--- src/rtl/retire_stage_pkg.sv ---
// Shared types for the in-order retire stage: ROB entry layout, tag/address
// widths and the retire state machine encoding.
package retire_stage_pkg;

    localparam int NUM_ARCH_REGS = 32;
    localparam int ARCH_W        = $clog2(NUM_ARCH_REGS);
    localparam int PHYS_W        = 6;
    localparam int ADDR_W        = 32;

    typedef logic [PHYS_W-1:0] phys_tag_t;
    typedef logic [ADDR_W-1:0] addr_t;
    typedef logic [ARCH_W-1:0] arch_reg_t;

    typedef enum logic [1:0] {
        RS_RUN,
        RS_FLUSH,
        RS_HALT
    } retire_state_t;

    typedef struct packed {
        addr_t     pc;
        logic      branch;
        logic      branch_taken;
        logic      pred_taken;
        addr_t     branch_target;
        addr_t     pred_target;
        logic      halt;
        logic      illegal;
        arch_reg_t arch_rd;
        phys_tag_t phys_rd;
        phys_tag_t prev_phys_rd;
    } rob_entry_t;

endpackage

--- src/rtl/retire_stage_branch_check.sv ---
// Per-slot branch resolution: flags a mispredicted branch and produces the
// PC the front end should restart from.
module branch_check
    import retire_stage_pkg::*;
(
    input  addr_t pc,
    input  logic  branch,
    input  logic  branch_taken,
    input  logic  pred_taken,
    input  addr_t branch_target,
    input  addr_t pred_target,
    output logic  mispredict,
    output addr_t redirect_pc
);

    always_comb begin
        mispredict  = branch && ((branch_taken != pred_taken) ||
                                 (branch_taken && (branch_target != pred_target)));
        redirect_pc = branch_taken ? branch_target : pc + addr_t'(4);
    end

endmodule

--- src/rtl/retire_stage.sv ---
// Commit stage at the ROB head: retires the oldest contiguous run of complete
// entries, frees old tags, keeps the architectural map and raises flush/halt.
module retire_stage
    import retire_stage_pkg::*;
#(
    parameter  int N         = 3,
    parameter  int ROB_SZ    = 32,
    parameter  int ARCH_REGS = NUM_ARCH_REGS,
    localparam int IDX_W     = $clog2(ROB_SZ),
    localparam int CNT_W     = $clog2(N + 1)
) (
    input  logic                       clock,
    input  logic                       reset,
    input  rob_entry_t [N-1:0]         head_entries,
    input  logic [N-1:0]               head_valids,
    input  logic [IDX_W-1:0]           head_idx,
    output logic [N-1:0]               retire_mask,
    output logic [N-1:0]               free_valid,
    output phys_tag_t [N-1:0]          free_tags,
    output logic                       mispredict,
    output logic [IDX_W-1:0]           mispred_idx,
    output addr_t                      redirect_pc,
    output phys_tag_t [ARCH_REGS-1:0]  arch_map,
    output logic                       halted,
    output logic [CNT_W-1:0]           retire_count
);

    retire_state_t    state;
    logic [N-1:0]     slot_mispred;
    addr_t            slot_redirect [N];
    logic             take_flush;
    logic             take_halt;
    logic [IDX_W-1:0] term_idx;
    addr_t            term_pc;

    for (genvar k = 0; k < N; k++) begin : g_branch_check
        branch_check u_branch_check (
            .pc            (head_entries[k].pc),
            .branch        (head_entries[k].branch),
            .branch_taken  (head_entries[k].branch_taken),
            .pred_taken    (head_entries[k].pred_taken),
            .branch_target (head_entries[k].branch_target),
            .pred_target   (head_entries[k].pred_target),
            .mispredict    (slot_mispred[k]),
            .redirect_pc   (slot_redirect[k])
        );
    end

    // Walk slots oldest-first; `alive` drops at the first gap or terminating slot.
    always_comb begin
        logic alive;
        // NOTE: every output gets a default before the loop so no path leaves it unassigned (no latch).
        retire_mask  = '0;
        retire_count = '0;
        take_flush   = 1'b0;
        take_halt    = 1'b0;
        term_idx     = head_idx;
        term_pc      = '0;
        // NOTE: blocking assignments here are deliberate; `alive` must update within one pass of the loop.
        alive        = (state == RS_RUN) && !reset;
        for (int k = 0; k < N; k++) begin
            alive = alive && head_valids[k];
            if (alive) begin
                retire_mask[k] = 1'b1;
                retire_count   = retire_count + CNT_W'(1);
                if (head_entries[k].halt || head_entries[k].illegal) begin
                    take_halt = 1'b1;
                    alive     = 1'b0;
                end else if (slot_mispred[k]) begin
                    take_flush = 1'b1;
                    term_idx   = head_idx + IDX_W'(k);
                    term_pc    = slot_redirect[k];
                    alive      = 1'b0;
                end
            end
        end
    end

    always_comb begin
        for (int k = 0; k < N; k++) begin
            free_valid[k] = retire_mask[k] && (head_entries[k].arch_rd != '0);
            free_tags[k]  = head_entries[k].prev_phys_rd;
        end
    end

    always_ff @(posedge clock) begin
        if (reset) begin
            state       <= RS_RUN;
            mispredict  <= 1'b0;
            mispred_idx <= '0;
            redirect_pc <= '0;
            halted      <= 1'b0;
            // NOTE: the map is a register file that must come out of reset as identity, so it is reset explicitly.
            for (int i = 0; i < ARCH_REGS; i++) begin
                arch_map[i] <= phys_tag_t'(i);
            end
        end else begin
            mispredict <= take_flush;
            if (take_flush) begin
                mispred_idx <= term_idx;
                redirect_pc <= term_pc;
            end
            case (state)
                RS_RUN: begin
                    if (take_halt) begin
                        state  <= RS_HALT;
                        halted <= 1'b1;
                    end else if (take_flush) begin
                        state <= RS_FLUSH;
                    end
                end
                RS_FLUSH: state <= RS_RUN;
                default:  state <= RS_HALT;
            endcase
            // Later slots are younger; their write lands last and wins on collision.
            for (int k = 0; k < N; k++) begin
                if (retire_mask[k] && (head_entries[k].arch_rd != '0)) begin
                    arch_map[head_entries[k].arch_rd] <= head_entries[k].phys_rd;
                end
            end
        end
    end

endmodule

--- config.mk ---
export PLATFORM = sky130hd
export DESIGN_NAME = retire_stage
export DESIGN_NICKNAME = d
export VERILOG_FILES = /design/src/rtl/retire_stage_pkg.sv /design/src/rtl/retire_stage_branch_check.sv /design/src/rtl/retire_stage.sv
export SDC_FILE = /design/constraint.sdc
export NUM_CORES = 1
export LEC_CHECK = 0
export ABC_AREA = 1
export CAP_MARGIN = 10
export CORE_AREA = 2 2 245 247
export CTS_CLUSTER_SIZE = 10
export DETAILED_ROUTE_END_ITERATION = 10
export DIE_AREA = 0 0 247 249
export GPL_TIMING_DRIVEN = 0
export PLACE_DENSITY = 0.62
export SLEW_MARGIN = 25
export SYNTH_ARGS = -nofsm -noshare
export SYNTH_HDL_FRONTEND = slang
export SYNTH_HIERARCHICAL = 1
export SYNTH_SLANG_ARGS = --single-unit
--- constraint.sdc ---
create_clock -name clock -period 4.7 [get_ports clock]
set_input_delay 0.705 -clock clock [delete_from_list [all_inputs] [get_ports clock]]
set_output_delay 0.705 -clock clock [all_outputs]
set_load 0.01 [all_outputs]
==> results of run 1 <==
==> sequential cells by signal, summed over array words and instances, names as in the netlist <==
| name | count |
|---|---|
| redirect_pc | 32 |
| mispredict | 1 |
| mispred_idx | 5 |
| arch_map | 192 |
| state | 2 |
| halted | 1 |
==> report_power, final <==
group	switching [mW]	total, mW	leakage (nW)	internal (mW)
sequential	0.0131	2.01	1.88	1.99
combinational	0.839	1.34	10.8	0.501
clock	0.986	2.32	0.475	1.33
total	1.84	5.66	13.2	3.83
==> cells in the mapped netlist (10+ instances only) <==
| master | count | share of area, % |
|---|---|---|
| buf_4 | 20 | 0.74 |
| a31oi_1 | 10 | 0.31 |
| o21ai_1 | 11 | 0.27 |
| nand2_1 | 1466 | 27 |
| xor2_1 | 35 | 1.5 |
| inv_1 | 380 | 7.0 |
| nor3_1 | 12 | 0.29 |
| nor2_1 | 423 | 7.8 |
| nor3_2 | 11 | 0.54 |
| nand4_1 | 92 | 2.8 |
| nand3b_1 | 22 | 0.81 |
| nor2_2 | 32 | 0.98 |
| xnor2_1 | 28 | 1.2 |
| clkbuf_1 | 104 | 1.9 |
| nand2_2 | 20 | 0.61 |
| o21bai_1 | 12 | 0.44 |
| buf_1 | 19 | 0.35 |
| dfxtp_1 | 233 | 23 |
| o211ai_1 | 27 | 0.99 |
| or2_2 | 10 | 0.31 |
| o21ai_0 | 198 | 4.9 |
| nand3_1 | 410 | 10 |
| buf_2 | 22 | 0.54 |
| a21oi_1 | 110 | 2.7 |
| nor2_4 | 16 | 0.88 |
==> worst max-delay path: cells and delay by family <==
kind	cells	cell delay [ns]
AO/OA/AOI/OAI	2	0.27
AND/OR/NAND/NOR	11	1.51
buffers and inverters	5	1.38
==> worst paths after layout <==
| check | from | slack (ns) | cells after the start | endpoint |
|---|---|---|---|---|
| setup / recovery | head_entries[80] | 0.11 | 18 | retire_count[1] |
| hold / removal | arch_map[1] | 0.42 | 2 | arch_map[1] |
| setup reg to reg | state[1] | 1.93 | 8 | arch_map[69] |
| hold reg to reg | arch_map[1] | 0.42 | 2 | arch_map[1] |
==> routing by layer <==
layer  track usage, %  vias to the layer above  routed length, µm
met5                0                        -                 42
met3             9.76                      426              14800
met1             47.6                    12781              46300
met4             20.4                        6               8040
met2             62.0                     1832              54600
li1                 -                    13227                  -
==> stage by stage <==
stage	hold WS, ns	TNS (ns)	setup slack [ns]
after floorplan	0.447	0	1.65
after global placement	0.409	-0.546	-0.307
after detailed placement	0.412	-0.559	-0.296
after CTS	0.421	-0.141	-0.141
after global routing	0.445	-0.0394	-0.0394
final	0.422	0	0.115
==> final cells by class <==
type | instances | area [µm²]
sequential | 233 | 4660
buffer | 169 | 776
clock inverter | 4 | 31.3
clock buffer | 47 | 925
inverter | 391 | 1470
fill | 6379 | 30200
tap | 773 | 967
multi-input combinational | 2978 | 13600
timing repair buffer | 608 | 6070
antenna | 8 | 20.0
==> cells by family (layout without fill, tap and decap cells) <==
family / after synthesis / in the layout / synth area share, %
xor+xnor: 63 / 63 / 2.70
buf+inv: 560 / 1219 / 10.9
compound gates: 372 / 372 / 9.70
simple gates: 2536 / 2536 / 53.4
fa+ha+maj: 7 / 7 / 0.429
other cells: 0 / 8 / 0
flops: 233 / 233 / 22.8
==> timing repair <==
action | CTS | global route
pin swaps | 1 | 3
endpoints found under the setup margin | 3 | 5
setup buffers | 1 | 8
gates resized for setup | 3 | 9
==> metrics.txt, run 1 <==
status complete, no violations; Crit. End Element primary output; CTS tree yes; Total Routing Usage GR 38.8%; wire length per cell 23.8 µm; CTS buffer count 30; final hold violation count 0; # hold bufs at CTS 0; Post-Syn Nets 4142; H-tree levels 1; grt total ovfl 0; Crit Path Max Fanout 6; placed cell count 5142; Power Density 199 mW/mm²; vias in the first global route 25743; Final Net Count 4782; vias per cell 5.43; most common cell after layout, fill and taps aside nand2_1; Avg Inst Size Synth 5.41 µm²; Routed Antenna Nets 0; clock sinks 233; Post-Syn Area 0.0204 mm²; Max Fclk 0.218 GHz; first-pass GRT wire length 176 mm; Synth Register Bits 233; maximum vdd drop 0.000286 V; Async SR Flop Fraction 0%; largest net degree at the start of global routing 16; CP Data Arrival Time 3.88 ns; worst slew pin tran 1.19 ns; IO buf count 597; post-layout util 48.6%; DR DRC count 0; clk_skew 0.0445 ns; Post-synth EDFFs 0; register area share after synthesis 22.8%; Overall Power 5.66 mW; drt total wl 124 mm; drt initial violations 3316; Synth-to-Final Area Change 39.6%; MaxCap Viol Count 0; final instance area 0.0285 mm²; Clock Path Buffers 3; Worst-path clk slew 0.06 ns; row cnt 89; placed cell area 0.0274 mm²; synth warn 6; Post-DP HPWL 99.9 mm; CP startpoint kind input pin; Final Setup Violations 0; leakage power 13.2 nW; via count 28272; GP Congestion 1.05; final slew viol count 0; top_reg_cell synth dfxtp_1; Root Driver clkbuf_16; initial antenna violation count 9; crit path time final 4.59 ns; top-level I/O count 621; non-filler cells, final 5211; critical path class in2out; Cell Chain, Critical Path clkdlybuf4s50_1, inv_1, nand2_1, o21ai_0, nor2_1, nand2_1, nor2_1, nand3_1, nor2_1, nor2_1, nor2_2, nand2_1, nor2_4, nand2_4, inv_1, o21ai_0, inv_1, clkdlybuf4s50_1; Mapped Cells 3771; Crit-path slowest cell clkdlybuf4s50_1; Core ar. 0.0587 mm²; die area 0.0615 mm²; drt first pass iters 8; share of cells above drive strength 1 5.06%; most frequent cells in the layout nand2_1, clkdlybuf4s50_1, nor2_1; clock latency on the worst-skew pair 0.62 ns; unique cell type count in the Yosys netlist 37; crit-path most repeated cell nor2_1; Die H 249 µm; Initial Utilization 34.8%; final period utilization 97.6%; Critical Path RT 3.99 ns; Hold Crit Class reg2reg; max incr delay on CP 0.57 ns; Die X-Extent 247 µm; Worst slew margin 20.6%
No activity file was read; power rests on OpenSTA's default activity.
==> run 2: changes to the inputs <==
--- a/config.mk
+++ b/config.mk
@@ -5,14 +5,14 @@
 export SDC_FILE = /design/constraint.sdc
 export NUM_CORES = 1
 export LEC_CHECK = 0
-export ABC_AREA = 1
 export CAP_MARGIN = 10
-export CORE_AREA = 2 2 245 247
+export CORE_AREA = 2 2 244 246
 export CTS_CLUSTER_SIZE = 10
 export DETAILED_ROUTE_END_ITERATION = 10
-export DIE_AREA = 0 0 247 249
+export DIE_AREA = 0 0 246 248
 export GPL_TIMING_DRIVEN = 0
-export PLACE_DENSITY = 0.62
+export PLACE_DENSITY = 0.59
+export REMOVE_ABC_BUFFERS = 1
 export SLEW_MARGIN = 25
 export SYNTH_ARGS = -nofsm -noshare
 export SYNTH_HDL_FRONTEND = slang
==> run 2 against run 1 <==
Compared with the run above: sequential share of layout area grew 1.5 points; setup slack gained 0.017 ns; largest cell class unchanged; synthesized area down 9.6%; flip-flop and latch count stayed put; highest routed layer unchanged; register-to-register slack got worse by 0.62 ns.
==> metrics.txt, run 2 <==
Async SR Flop Fraction 0% (unchanged); via count 22147 (-22%); Synth Register Bits 233 (unchanged); max reg flops 192 (unchanged); drt total wl 113 mm (-8.8%); Core ar. 0.0585 mm² (-0.38%); H-tree levels 1 (unchanged); largest area contributor in the synthesized netlist dfxtp_1; worst hold endpoint redirect_pc[8]; Final Setup Violations 0 (unchanged); # hold bufs at CTS 0 (unchanged); unique cell type count in the Yosys netlist 90 (+140%); CP startpoint kind input pin; initial antenna violation count 19 (+10); Clock Path Buffers 3 (unchanged); CP Data Arrival Time 3.86 ns (-0.02 ns); DR DRC count 0 (unchanged); Synth top cells by count nand2_1, dfxtp_1, a21oi_1; maximum vdd drop 0.000259 V (-9.6%); first-pass GRT wire length 157 mm (-10%); Max Fclk 0.219 GHz (+0.38%); clock sinks 233 (unchanged); MaxCap Viol Count 0 (unchanged); TNS Setup 0 ns (unchanged); wire length per cell 31.5 µm (+32%); Initial Utilization 31.6% (-3.2 points); CTS buffer count 30 (unchanged); share of cells above drive strength 1 9.94% (+4.9 points); ranking of synthesized cells by area dfxtp_1, nand2_1, xor2_1; fillcell total 5774 (-9.5%); crit path time final 4.57 ns (-0.0172 ns); Post-Syn Area 0.0185 mm² (-9.6%); Post-synth EDFFs 0 (unchanged); Reg2Reg Depth 10 (+2); Hold Crit Class in2reg; final period utilization 97.2% (-0.37 points); Synth-to-Final Area Change 41.9%; Worst R2R End arch_map[13]; hold_sp reset; final hold violation count 0 (unchanged); Total Routing Usage GR 35.4% (-3.3 points); area share of the largest cell type after synthesis 25.3% (-1.7 points); register area share after synthesis 25.3% (+2.4 points); worst slew pin tran 1.22 ns (+0.0330 ns); Cell Chain, Critical Path clkdlybuf4s50_1, xor2_1, nor4_1, nand4_1, nor4_4, a21oi_4, nand2b_4, nor2_4, inv_2, a21oi_1, clkdlybuf4s50_1; IO buf count 584 (-2.2%); vias in the first global route 21129 (-18%); vias per cell 6.17 (+14%); Worst-path clk slew 0.06 ns (about the same); CTS tree yes; Crit. End Element primary output; Crit-path slowest cell clkdlybuf4s50_1; Critical Path RT 3.99 ns (about the same); Final Net Count 3156 (-34%); count leader, synth nand2_1; status complete, no violations; Regs by FF count arch_map x192, redirect_pc x32, mispred_idx x5; clk_skew 0.0297 ns (-0.0147 ns); drt first pass iters 8 (unchanged); Routed Antenna Nets 0 (unchanged); RSZ-0062 raised after global routing false; Mapped Cells 2347 (-38%); top-level I/O count 621 (unchanged); Avg Inst Size Synth 7.86 µm² (+45%); synth warn 6 (unchanged); Die H 248 µm (-0.40%); grt total ovfl 0 (unchanged); flop-to-flop setup slack 1.31 ns (-0.62 ns); die area 0.0610 mm² (-0.80%); critical path class in2out; Worst slew margin 18.2% (-2.4 points); largest net degree at the start of global routing 104 (+88); Post-DP HPWL 87.6 mm (-12%); top_reg_cell synth dfxtp_1; leakage power 9.05 nW (-31%); most common cell after layout, fill and taps aside clkdlybuf4s50_1; most frequent cells in the layout clkdlybuf4s50_1, nand2_1, dfxtp_1; Root Driver clkbuf_16; crit-path most repeated cell clkdlybuf4s50_1; drt initial violations 2977 (-10%); placed cell area 0.0249 mm² (-8.9%); final instance area 0.0262 mm² (-8.2%); Power Density 217 mW/mm² (+9.1%); max incr delay on CP 0.59 ns (+0.02 ns); Hold Slack 0.387 ns (-0.0349 ns); clock latency on the worst-skew pair 0.61 ns (about the same); Largest Register arch_map; final slew viol count 0 (unchanged); reg2reg start state[1]; GP Congestion 0.953 (-9.6%); Crit Path Max Fanout 6 (unchanged); Die X-Extent 246 µm (-0.40%); Worst Hold Path Cells 2 (unchanged); row cnt 89 (unchanged)
run 2: cell count changes in the layout (fill, tap and decap cells not counted), moves of 48 or more:
cell,delta
a211o_1,+63
a21oi_1,+61
clkbuf_1,-97
inv_1,-360
mux2i_1,+88
nand2_1,-1204
nand3_1,-309
nor2_1,-298
o21ai_0,-102
xnor2_1,+48
xor2_1,+71
run 2: repair_timing:
item	CTS	global route
gates resized for setup	35	1
setup endpoints to repair	35	1
setup buffers	10	1
pin swaps	11	2
cloned	1	0
run 2: final cells by class:
class / instances / area (µm²) / area share, %
clock buffers: 50 / 926 / 3.54
diodes: 10 / 25.0 / 0.0956
flip-flops and latches: 233 / 4660 / 17.8
repair buffers: 629 / 6550 / 25.0
inverters: 26 / 116 / 0.444
well taps: 773 / 967 / 3.69
clock inverters: 3 / 65.1 / 0.248
multi-input cells: 1865 / 12900 / 49.1
run 2: routing by layer:
metal / global-route usage [%] / share of wire, % / vias to the layer above
li1: - / - / 9703
met1: 44.1 / 39 / 10711
met3: 9.18 / 11 / 221
met2: 60.3 / 47 / 1504
met5: 0 / 0.050 / -
met4: 9.77 / 3.1 / 8
run 2: worst max path at each step:
stage               cells past startpoint               to  slack (ns)               from
floorplan                               7  retire_count[0]       -1.11     head_valids[0]
global placement                        9  retire_count[0]      -11.15              reset
detailed placement                     11  retire_count[0]       -1.38              reset
CTS                                    11   retire_mask[2]        0.04  head_entries[189]
global route                           11    free_valid[1]        0.05   head_entries[79]
finish                                 11    free_valid[1]        0.13   head_entries[79]
run 2: logic make-up after synthesis:
| logic type | share of synthesized area [%] |
|---|---|
| compound gates | 25.3 |
| xor+xnor | 8.64 |
| fa+ha+maj | 0.475 |
| buf+inv | 6.26 |
| flops | 25.3 |
| mux | 7.70 |
| simple gates | 26.4 |
run 2: per-stage QoR:
step                instances  worst slack [ns]  util [%]  total power [mW]
floorplan                2123             -1.11         -              2.42
global placement         3480            -11.15      41.4              3.24
detailed placement       3514             -1.38      42.7              3.29
CTS                      3578            0.0410      44.7              5.66
global route             3586            0.0486      44.8              5.81
finish                   3589             0.132      44.8              5.68
run 2: critical path, delay by kind of cell:
family	cells	cell delay, ns
buffers and inverters	3	1.25
XOR/XNOR	1	0.23
AND/OR/NAND/NOR	5	1.29
AO/OA/AOI/OAI	2	0.38
run 2: power breakdown:
group | total [mW] | leakage (nW) | switching [mW] | internal (mW)
combinational | 1.30 | 6.68 | 0.769 | 0.529
sequential | 2.00 | 1.88 | 0.0108 | 1.99
clock | 2.38 | 0.483 | 0.995 | 1.39
total | 5.68 | 9.05 | 1.77 | 3.90
